--- src/rtl/comp_arb_pkg.sv ---
// Shared types for the comparator-sharing arbiter: FSM states, compare result bundle, data width.
package comp_arb_pkg;

  localparam int DATA_W = 32;

  typedef enum logic [1:0] {IDLE, CMP, RSP} arb_state_t;

  typedef struct packed {
    logic eq;
    logic lt;
    logic gt;
  } cmp_res_t;

endpackage

--- src/rtl/comp_32b.sv ---
// 32-bit unsigned magnitude comparator; exactly one of eq/lt/gt is set for any input pair.
module comp_32b (
  input  logic [31:0] a,
  input  logic [31:0] b,
  output logic        eq,
  output logic        lt,
  output logic        gt
);

  assign eq = (a == b);
  assign lt = (a < b);
  assign gt = (a > b);

endmodule

--- src/rtl/comp_rr_pick.sv ---
// Combinational round-robin picker: grants the first set request strictly after ptr, wrapping at N_REQ.
module comp_rr_pick #(
  parameter int N_REQ = 4,
  parameter int ID_W  = $clog2(N_REQ)
) (
  input  logic [N_REQ-1:0] req,
  input  logic [ID_W-1:0]  ptr,
  output logic [N_REQ-1:0] gnt_oh,
  output logic [ID_W-1:0]  gnt_idx,
  output logic             any
);

  int               w_j;
  logic [ID_W-1:0]  w_idx;

  always_comb begin
    gnt_oh  = '0;
    gnt_idx = '0;
    any     = 1'b0;
    w_j     = 0;
    w_idx   = '0;
    // Scan offsets 1..N_REQ so the requester at ptr is considered last.
    for (int k = 1; k <= N_REQ; k++) begin
      w_j = int'(ptr) + k;
      if (w_j >= N_REQ) w_j = w_j - N_REQ;
      w_idx = ID_W'(w_j);
      if (!any && req[w_idx]) begin
        any           = 1'b1;
        gnt_oh[w_idx] = 1'b1;
        gnt_idx       = w_idx;
      end
    end
  end

endmodule

--- src/rtl/comp_share_arb.sv ---
// Round-robin arbiter sharing one comp_32b between N_REQ requesters; one transaction at a time,
// result returned with the requester id on a valid/ready response channel.
module comp_share_arb
  import comp_arb_pkg::*;
#(
  parameter int N_REQ = 4,
  parameter int ID_W  = $clog2(N_REQ),
  parameter int CNT_W = 16
) (
  input  logic                    clk,
  input  logic                    rst,
  input  logic [N_REQ-1:0]        req_valid,
  output logic [N_REQ-1:0]        req_ready,
  input  logic [N_REQ*DATA_W-1:0] req_a,
  input  logic [N_REQ*DATA_W-1:0] req_b,
  output logic                    rsp_valid,
  input  logic                    rsp_ready,
  output logic [ID_W-1:0]         rsp_id,
  output logic                    rsp_eq,
  output logic                    rsp_lt,
  output logic                    rsp_gt,
  output logic                    busy,
  output logic [CNT_W-1:0]        done_cnt,
  output arb_state_t              dbg_state
);

  // Handshakes: a transfer happens on a rising edge where valid && ready. Requesters hold
  // req_valid and operands until req_ready; the response holds rsp_valid/id/result until rsp_ready.

  arb_state_t          r_state;
  logic [ID_W-1:0]     r_rr_ptr;
  logic [ID_W-1:0]     r_id;
  logic [DATA_W-1:0]   r_op_a;
  logic [DATA_W-1:0]   r_op_b;
  cmp_res_t            r_res;
  logic                r_rsp_valid;
  logic                r_busy;
  logic [CNT_W-1:0]    r_done_cnt;

  logic [N_REQ-1:0]    w_gnt_oh;
  logic [ID_W-1:0]     w_gnt_idx;
  logic                w_any;
  logic [DATA_W-1:0]   w_sel_a;
  logic [DATA_W-1:0]   w_sel_b;
  cmp_res_t            w_cmp;

  comp_rr_pick #(
    .N_REQ (N_REQ),
    .ID_W  (ID_W)
  ) u_pick (
    .req     (req_valid),
    .ptr     (r_rr_ptr),
    .gnt_oh  (w_gnt_oh),
    .gnt_idx (w_gnt_idx),
    .any     (w_any)
  );

  // Only the granted slice is muxed out, so other requesters' operands never reach state.
  assign w_sel_a = req_a[int'(w_gnt_idx)*DATA_W +: DATA_W];
  assign w_sel_b = req_b[int'(w_gnt_idx)*DATA_W +: DATA_W];

  comp_32b u_cmp (
    .a  (r_op_a),
    .b  (r_op_b),
    .eq (w_cmp.eq),
    .lt (w_cmp.lt),
    .gt (w_cmp.gt)
  );

  always_ff @(posedge clk) begin
    if (rst) begin
      r_state     <= IDLE;
      r_rr_ptr    <= ID_W'(N_REQ - 1);
      r_id        <= '0;
      r_op_a      <= '0;
      r_op_b      <= '0;
      r_res       <= '0;
      r_rsp_valid <= 1'b0;
      r_busy      <= 1'b0;
      r_done_cnt  <= '0;
    end else begin
      case (r_state)
        IDLE: begin
          if (w_any) begin
            r_op_a  <= w_sel_a;
            r_op_b  <= w_sel_b;
            r_id    <= w_gnt_idx;
            r_busy  <= 1'b1;
            r_state <= CMP;
          end
        end
        CMP: begin
          r_res       <= w_cmp;
          r_rsp_valid <= 1'b1;
          r_state     <= RSP;
        end
        RSP: begin
          if (rsp_ready) begin
            r_rr_ptr    <= r_id;
            r_done_cnt  <= r_done_cnt + CNT_W'(1);
            r_rsp_valid <= 1'b0;
            r_busy      <= 1'b0;
            r_state     <= IDLE;
          end
        end
        default: r_state <= IDLE;
      endcase
    end
  end

  assign req_ready = (r_state == IDLE) ? w_gnt_oh : '0;
  assign rsp_valid = r_rsp_valid;
  assign rsp_id    = r_id;
  assign rsp_eq    = r_res.eq;
  assign rsp_lt    = r_res.lt;
  assign rsp_gt    = r_res.gt;
  assign busy      = r_busy;
  assign done_cnt  = r_done_cnt;
  assign dbg_state = r_state;

endmodule

--- config.mk ---
export PLATFORM = sky130hd
export DESIGN_NAME = comp_share_arb
export DESIGN_NICKNAME = d
export VERILOG_FILES = /design/src/rtl/comp_arb_pkg.sv /design/src/rtl/comp_32b.sv /design/src/rtl/comp_rr_pick.sv /design/src/rtl/comp_share_arb.sv
export SDC_FILE = /design/constraint.sdc
export NUM_CORES = 1
export LEC_CHECK = 0
export ABC_AREA = 1
export CAP_MARGIN = 10
export CORE_ASPECT_RATIO = 1.2
export CORE_UTILIZATION = 44
export CTS_CLUSTER_SIZE = 16
export DETAILED_ROUTE_END_ITERATION = 8
export HOLD_SLACK_MARGIN = 0.03
export PLACE_DENSITY = 0.85
export SETUP_SLACK_MARGIN = 0.2
export SYNTH_ARGS = -nofsm -noshare
export SYNTH_HDL_FRONTEND = slang
export SYNTH_HIERARCHICAL = 1
export SYNTH_SLANG_ARGS = --single-unit
--- constraint.sdc ---
create_clock -name clk -period 2.8 [get_ports clk]
set_input_delay 0.42 -clock clk [delete_from_list [all_inputs] [get_ports clk]]
set_output_delay 0.42 -clock clk [all_outputs]
set_load 0.02 [all_outputs]
==> Word level (Yosys, flattened, before mapping) <==
Index checks and enable logic that the tools add are counted.
{ "op_classes": {"addsub": 9, "multipliers": 0, "div": 0, "n_lt_le_gt_ge": 14, "eq_ne": 5, "shift": 2, "muxes": 40, "n_bitwise": 3, "reduce_logical": 18} }
{ "op_table": {"columns": ["cell", "n"], "rows": [
  ["indexed part select 128 x 8 -> 32 bit", 2],
  ["equality test 32 bit", 1],
  ["> comparator 32 bit", 1],
  ["less-than comparator 32 bit", 1],
  ["2-to-1 mux 2 bit", 10],
  ["2-to-1 mux 4 bit", 5],
  ["adder 16 x 1 -> 16 bit, second input constant", 1],
  ["2-to-1 mux 1 bit", 14],
  ["less-than comparator 2 x 3 -> 1 bit, second input constant", 4],
  ["bitwise OR 4 bit", 3],
  ["greater-or-equal comparator 3 bit, second input constant", 3],
  ["binary-select mux 1 bit (select 2 bit)", 4],
  ["demux 1 bit (select 2 bit)", 4],
  ["greater-or-equal comparator 2 x 1 -> 1 bit, second input constant", 4],
  ["AND reduction 2 bit", 4],
  ["subtractor 2 x 1 -> 2 bit, second input constant", 4],
  ["logical AND 1 bit", 7],
  ["adder 2 x 2 -> 3 bit, second input constant", 2],
  ["case mux 2 bit (3 select lines)", 1],
  ["adder 2 x 3 -> 4 bit, second input constant", 1],
  ["greater-or-equal comparator 4 x 3 -> 1 bit, second input constant", 1],
  ["case mux 1 bit (2 select lines)", 2],
  ["nonzero test 2 bit", 2],
  ["adder 2 x 1 -> 3 bit, second input constant", 1],
  ["7 further kinds", 9]
]} }
{ "word_totals": {"register_bits": 91, "latchBits": 0, "ramBits": 0, "rom_bits": 0, "in_bits": 263, "word_cells": 102, "memories": 0} }

==> Longest topological paths before layout <==
{ "logic_depth": {"depth_word": 17, "ltp_mapped": 18, "depth_no_buf": 15} }

==> Cells and area by module <==
Netlist, hierarchy kept.
{ "by_module_without_submodules": {"columns": ["module", "instances", "cells_per_inst", "area_each_um2", "seq_area_each_um2"], "rows": [
  ["comp_share_arb", 1, 963, 5645.4, 1821.7],
  ["comp_32b", 1, 140, 885.8, 0.0],
  ["comp_rr_pick", 1, 74, 457.9, 0.0]
]} }

==> Worst setup path before layout <==
No wires, ideal clock.
{ "synth_path": {"path_type": "reg-to-reg", "start": "reg r_rr_ptr[0]", "end": "reg r_op_a[12]", "setup_ps": 113, "t_arrival_ps": 2313, "setup_slack_ps": 374, "stages_incl_launch_ff": 17, "cell_sequence": "dfxtp_1 -> inv_2 -> ha_1 -> inv_1 -> nand2_2 -> nand2_2 -> nor2_2 -> nor2_1 -> a21oi_2 -> buf_6 -> buf_6 -> buf_6 -> nand2_1 -> o21ai_0 -> o21ai_0 -> o21ai_1 -> inv_1"} }
{ "synth_via": {"elab_chain_len": 16, "elab_cells_between_ends": 40} }
{ "synth_lines": {"columns": ["element", "line", "rtl"], "rows": [
  ["start: declaration", "comp_share_arb.sv:31", "logic [ID_W-1:0] r_rr_ptr;"],
  ["start signal: assignment", "comp_share_arb.sv:73", "r_rr_ptr <= ID_W'(N_REQ - 1);"],
  ["start signal: assignment", "comp_share_arb.sv:99", "r_rr_ptr <= r_id;"],
  ["adder 2 x 1 -> 3 bit", "comp_rr_pick.sv:24", "w_j = int'(ptr) + k;"],
  ["greater-or-equal comparator 3 bit or subtractor 2 x 1 -> 2 bit (tied branches)", "comp_rr_pick.sv:25", "if (w_j >= N_REQ) w_j = w_j - N_REQ;"],
  ["2-to-1 mux 2 bit", "comp_rr_pick.sv:25", null],
  ["binary-select mux 1 bit (select 2 bit)", "comp_rr_pick.sv:27", "if (!any && req[w_idx]) begin"],
  ["2-to-1 mux 1 bit (not written as such)", "comp_rr_pick.sv:27", null],
  ["2-to-1 mux 1 bit", "comp_rr_pick.sv:27", null],
  ["zero test 1 bit", "comp_rr_pick.sv:27", null],
  ["logical AND 1 bit", "comp_rr_pick.sv:27", null],
  ["2-to-1 mux 1 bit", "comp_rr_pick.sv:27", null],
  ["zero test 1 bit", "comp_rr_pick.sv:27", null],
  ["logical AND 1 bit", "comp_rr_pick.sv:27", null],
  ["2-to-1 mux 1 bit", "comp_rr_pick.sv:27", null],
  ["zero test 1 bit", "comp_rr_pick.sv:27", null],
  ["logical AND 1 bit", "comp_rr_pick.sv:27", null],
  ["2-to-1 mux 2 bit *", "comp_rr_pick.sv:27", null],
  ["via w_gnt_idx[0]", "comp_share_arb.sv:41", "logic [ID_W-1:0] w_gnt_idx;"],
  ["indexed part select 128 x 8 -> 32 bit *", "comp_share_arb.sv:59", "assign w_sel_a = req_a[int'(w_gnt_idx)*DATA_W +: DATA_W];"],
  ["end signal: assignment", "comp_share_arb.sv:85", "r_op_a <= w_sel_a;"],
  ["end: declaration", "comp_share_arb.sv:33", "logic [DATA_W-1:0] r_op_a;"]
]} }
Mark *: on every way through the listed nets, which the timed path passes. The rest lies on a longest branch. The select of a mux whose other input is x is not followed.
A chain may end at the register's enable or synchronous reset.

==> Worst setup path in the final report <==
{ "layout_path": {"start": "reg r_rr_ptr[1]", "end": "reg r_op_b[7]"} }
{ "layout_via": {"elab_chain_len": 16, "elab_cells_between_ends": 40} }
{ "layout_lines": {"columns": ["element", "line", "rtl"], "rows": [
  ["adder 2 x 1 -> 3 bit", "comp_rr_pick.sv:24", null],
  ["greater-or-equal comparator 3 bit or subtractor 2 x 1 -> 2 bit (tied branches)", "comp_rr_pick.sv:25", null],
  ["2-to-1 mux 2 bit", "comp_rr_pick.sv:25", null],
  ["binary-select mux 1 bit (select 2 bit)", "comp_rr_pick.sv:27", null],
  ["2-to-1 mux 1 bit (not written as such)", "comp_rr_pick.sv:27", null],
  ["2-to-1 mux 1 bit", "comp_rr_pick.sv:27", null],
  ["zero test 1 bit", "comp_rr_pick.sv:27", null],
  ["logical AND 1 bit", "comp_rr_pick.sv:27", null],
  ["2-to-1 mux 1 bit", "comp_rr_pick.sv:27", null],
  ["zero test 1 bit", "comp_rr_pick.sv:27", null],
  ["logical AND 1 bit", "comp_rr_pick.sv:27", null],
  ["2-to-1 mux 1 bit", "comp_rr_pick.sv:27", null],
  ["zero test 1 bit", "comp_rr_pick.sv:27", null],
  ["logical AND 1 bit", "comp_rr_pick.sv:27", null],
  ["2-to-1 mux 2 bit *", "comp_rr_pick.sv:27", null],
  ["via w_gnt_idx[0]", "comp_share_arb.sv:41", null],
  ["indexed part select 128 x 8 -> 32 bit *", "comp_share_arb.sv:60", "assign w_sel_b = req_b[int'(w_gnt_idx)*DATA_W +: DATA_W];"],
  ["end signal: assignment", "comp_share_arb.sv:86", "r_op_b <= w_sel_b;"],
  ["end: declaration", "comp_share_arb.sv:34", "logic [DATA_W-1:0] r_op_b;"]
]} }
Marked as above.

==> flow_results.org <==
** Clocking
- Clock buffers created by TritonCTS :: 9
- TritonCTS built the clock tree.
- Skew-Pair Late Insertion Delay :: about 0.34 ns
- Reg clk slew, reported paths :: about 0.06 ns
- Hold buffer count at cts :: 0
- The cell sitting at the root of the clock tree is a clkbuf_16.
- H-tree depth reported by CTS :: 3
- # clock sinks :: 91
- Max Root-Sink Buffers :: 2

** Layout
- Most used cells in the layout excluding fill and tap cells :: 361 x nor2_1, 286 x clkdlybuf4s50_1, 187 x o21ai_0
- For this run, the post-layout net count is 1761.
- The number of antenna diodes in the final layout is 0.
- Most common cell after layout, fill and taps aside :: nor2_1
- Number of fillers in the final layout :: between 1k and 1.5k
- Syn-to-layout area delta :: 52.0%
- Of the cells placed in the final design, the portion with a size suffix greater than 1 is around 7.0%.
- Final non-filler cell total :: about 1.7k

** Setup path
- STA classifies the critical path startpoint as a flip-flop.
- Worst-path cell chain :: inv_1 -> ha_4 -> inv_1 -> nand2_1 -> nand2_2 -> nor2_8 -> nor2_1 -> a21oi_4 -> clkinv_4 -> buf_4 -> o21ai_0 -> o21ai_0 -> o21ai_0 -> inv_1
- On the critical path, the stage with the largest delay is an instance of dfxtp_1.
- The worst register-to-register path ends at r_op_b[7].
- For flop-to-flop paths, the worst setup slack is 0.28 ns.
- Logic depth of the worst register-to-register path :: 14
- Startpoint of the worst-slack reg-to-reg timing path :: r_rr_ptr[1]
- Largest driver fanout on the critical path :: 10
- Peak per-stage delay on the critical path :: about 0.33 ns
- Critical path class :: reg2reg
- CP Data Arrival Time :: between 2 and 3 ns
- CP Capture Type :: flip-flop
- Data on the critical path is required at its endpoint by 3.03 ns.

** Routing
- DRT iter0 DRCs :: ~550
- # DRC :: 0
- DRT antenna net count :: 0
- Via-per-instance ratio :: a little over 5
- Iteration count of the initial detailed-routing pass :: 6
- Routed wire length :: roughly 24 mm
- After detailed routing, the average wire length per cell comes to between 10 and 15 um.
- For this block, the via count after detailed routing is 8478.

** Placement
- Number of input and output port buffers inserted :: between 200 and 300
- Global placer's final weighted congestion :: 0.901
- Placed wire-length estimate :: 17.4 mm
- Worst slack after detailed placement :: -0.116 ns
- Once placement completed, the tool counted placed cells totaling about 1.6k.

** Worst hold path
- Hold path endpoint :: rsp_valid
- Type of the most critical hold path :: reg2reg
- The startpoint identified for the worst hold timing path is rsp_valid.
- The worst hold path passes through 2 cells.

** Die
- During I/O placement, the number of pins put on the boundary was ~290.
- Chip width :: 117 um
- The die is about 140 um tall.
- The total area inside the core boundary comes to around 0.016 mm2.
- The die covers around 0.016 mm2.
- The initial utilization of the core area, before any placement, comes to 44.9%.
- The floorplan has 50 rows.

** Synth
- Synthesis produced a netlist whose cell count is 1177.
- In this run the biggest area consumer among cell types represents 26.1% of the synthesized area.
- Post-Syn Nets :: ~1.5k
- Synth warn :: 6
- Count of flip-flops with a built-in enable after synthesis :: 0
- The biggest area contributor in the post-synthesis netlist is dfxtp_1.
- Synth Cell Area :: between 0.006 and 0.007 mm2
- Sequential area share after synthesis :: 26.1%
- For this run, asynchronously set or reset flops after synthesis account for 0%.
- Biggest area contributors in the synthesized netlist :: dfxtp_1 26%, nor2_1 19%, o21ai_0 14%, inv_1 7.6%, ha_1 7.3%
- Top flip-flop cell by instance count after synthesis :: dfxtp_1
- The synthesized design contains 91 register bits.
- Post-synthesis cell type count :: 36
- Dividing the synthesized area by the synthesized cell count gives roughly 6 um2.

** Timing
- Post-route worst setup slack :: 0.284 ns
- Unrepaired setup endpoints after global routing :: no
- For the finished layout, the period the worst path requires is between 2 and 3 ns.
- The final number of max-transition violations came to 0.
- Highest clock rate :: between 0.3 and 0.4 GHz
- Worst-Margin Slew :: between 0.7 and 0.8 ns
- Worst hold-check slack :: approximately 0.49 ns
- Endpoints failing hold :: 0
- Portion of the clock cycle consumed by the worst path in the final layout :: between 80% and 90%
- On the final layout, the worst clock skew is between 0.007 and 0.008 ns.
- Worst slew margin :: between 40% and 50%
- Setup violations remaining at the end of the flow were counted as 0.

** Run status
- The flow ran to the end, and the final reports show no timing, DRC or antenna violations.

** Power and ir drop
- Worst-case vdd ir drop :: 0.386 mV
- Power spread over the standard cell area amounts to ~540 mW/mm2.
- For this design the static power due to leakage is just under 5 nW.

** Global routing
- The number of global-route vias before repair came to a little under 8k.
- Sum of overflow across all layers after global routing :: 0
- Antenna violations before repair :: 0
- Overall track demand over capacity in global routing :: approximately 27%
- The first global-routing pass estimated 35.3 mm of wire.
- Maximum number of pins on one net before global-route repair :: 75

** Flow run
- Max Cap Violations :: 0
## worst max-delay path: cells and delay by family, from the launching register on
kind / cells / cell delay, ns
buffers and inverters: 5 / 0.58
adders and majority gates: 1 / 0.30
DFF: 1 / 0.33
and+or+nand+nor: 4 / 0.37
AOI/OAI and AO/OA: 4 / 0.82
## stage by stage
stage               TNS [ns]  total power [mW]  instance area (um2)  util (%)
floorplan                  0              3.39                 6990         -
global placement     -0.0693              4.28                10100      64.9
detailed placement    -0.431              4.36                10100      64.9
CTS                        0              5.58                10400      67.0
global route               0              6.20                10600      68.2
finish                     0              5.76                10600      68.2
## cells in the mapped netlist, types with 2 or more instances
library cell and count:
o21ai_1 68, o21a_1 2, buf_6 10, a21oi_1 29
buf_2 19, nand3_2 2, nand2_2 9, nand3_1 32
nor2_2 7, o21ai_0 198, clkbuf_1 21, a21boi_0 4
inv_1 141, inv_2 6, nor3_2 2, clkbuf_2 7
buf_4 8, nand2_1 93, nor2_1 361, buf_1 2
dfxtp_1 91, ha_1 41, nand4_1 11
## cell families (layout without fill, tap and decap cells)
logic type      count (synthesis)  after routing  synth area share (%)
compound gates                305            305                  22.2
buf+inv                       215            500                  13.6
xor+xnor                        1              1                 0.125
fa+ha+maj                      41             41                  7.34
flops                          91             91                  26.1
simple gates                  524            524                  30.7
## layout make-up
cell class / count / area [um2] / share of cell area (%)
clock inverter: 7 / 76.3 / 0.718
sequential: 91 / 1820 / 17.2
multi-input combinational: 871 / 4260 / 40.1
timing repair buffer: 336 / 3420 / 32.2
inverter: 148 / 563 / 5.30
tap: 208 / 260 / 2.45
clock buffer: 9 / 225 / 2.12
## worst max path at each step
stage / start / to / cells past startpoint
6_report: r_rr_ptr[1] / r_op_b[7] / 14
5_1_grt: r_rr_ptr[0] / r_op_b[24] / 16
4_1_cts: r_rr_ptr[1] / r_op_b[28] / 16
3_5_place_dp: req_valid[2] / r_op_b[13] / 15
3_3_place_gp: req_valid[2] / r_op_b[13] / 15
2_1_floorplan: r_rr_ptr[0] / r_op_a[12] / 16
## report_power, final
group / switching [mW] / internal [mW]
registers: 0.160 / 1.52
clock network: 0.518 / 0.699
logic: 1.58 / 1.29
## metal layers
layer	track usage, %	vias to the layer above	routed length (um)
li1	-	4307	-
met1	30.6	3809	9410
met2	50.7	299	12400
met3	3.59	63	1070
met4	9.79	0	787
met5	0	-	0
## sequential cells by signal (all words and copies together) (netlist names)
signal	count
rsp_lt	1
busy	1
dbg_state	2
r_rr_ptr	2
r_op_a	32
rsp_gt	1
r_op_b	32
rsp_id	2
rsp_eq	1
done_cnt	16
rsp_valid	1
## what timing repair did
item / in CTS / in global routing
setup buffers: 0 / 8
gates cloned: 0 / 6
endpoints found under the setup margin: 10 / 45
pin swaps: 0 / 4
resized for setup: 14 / 19
No activity file was read; power rests on OpenSTA's default activity.
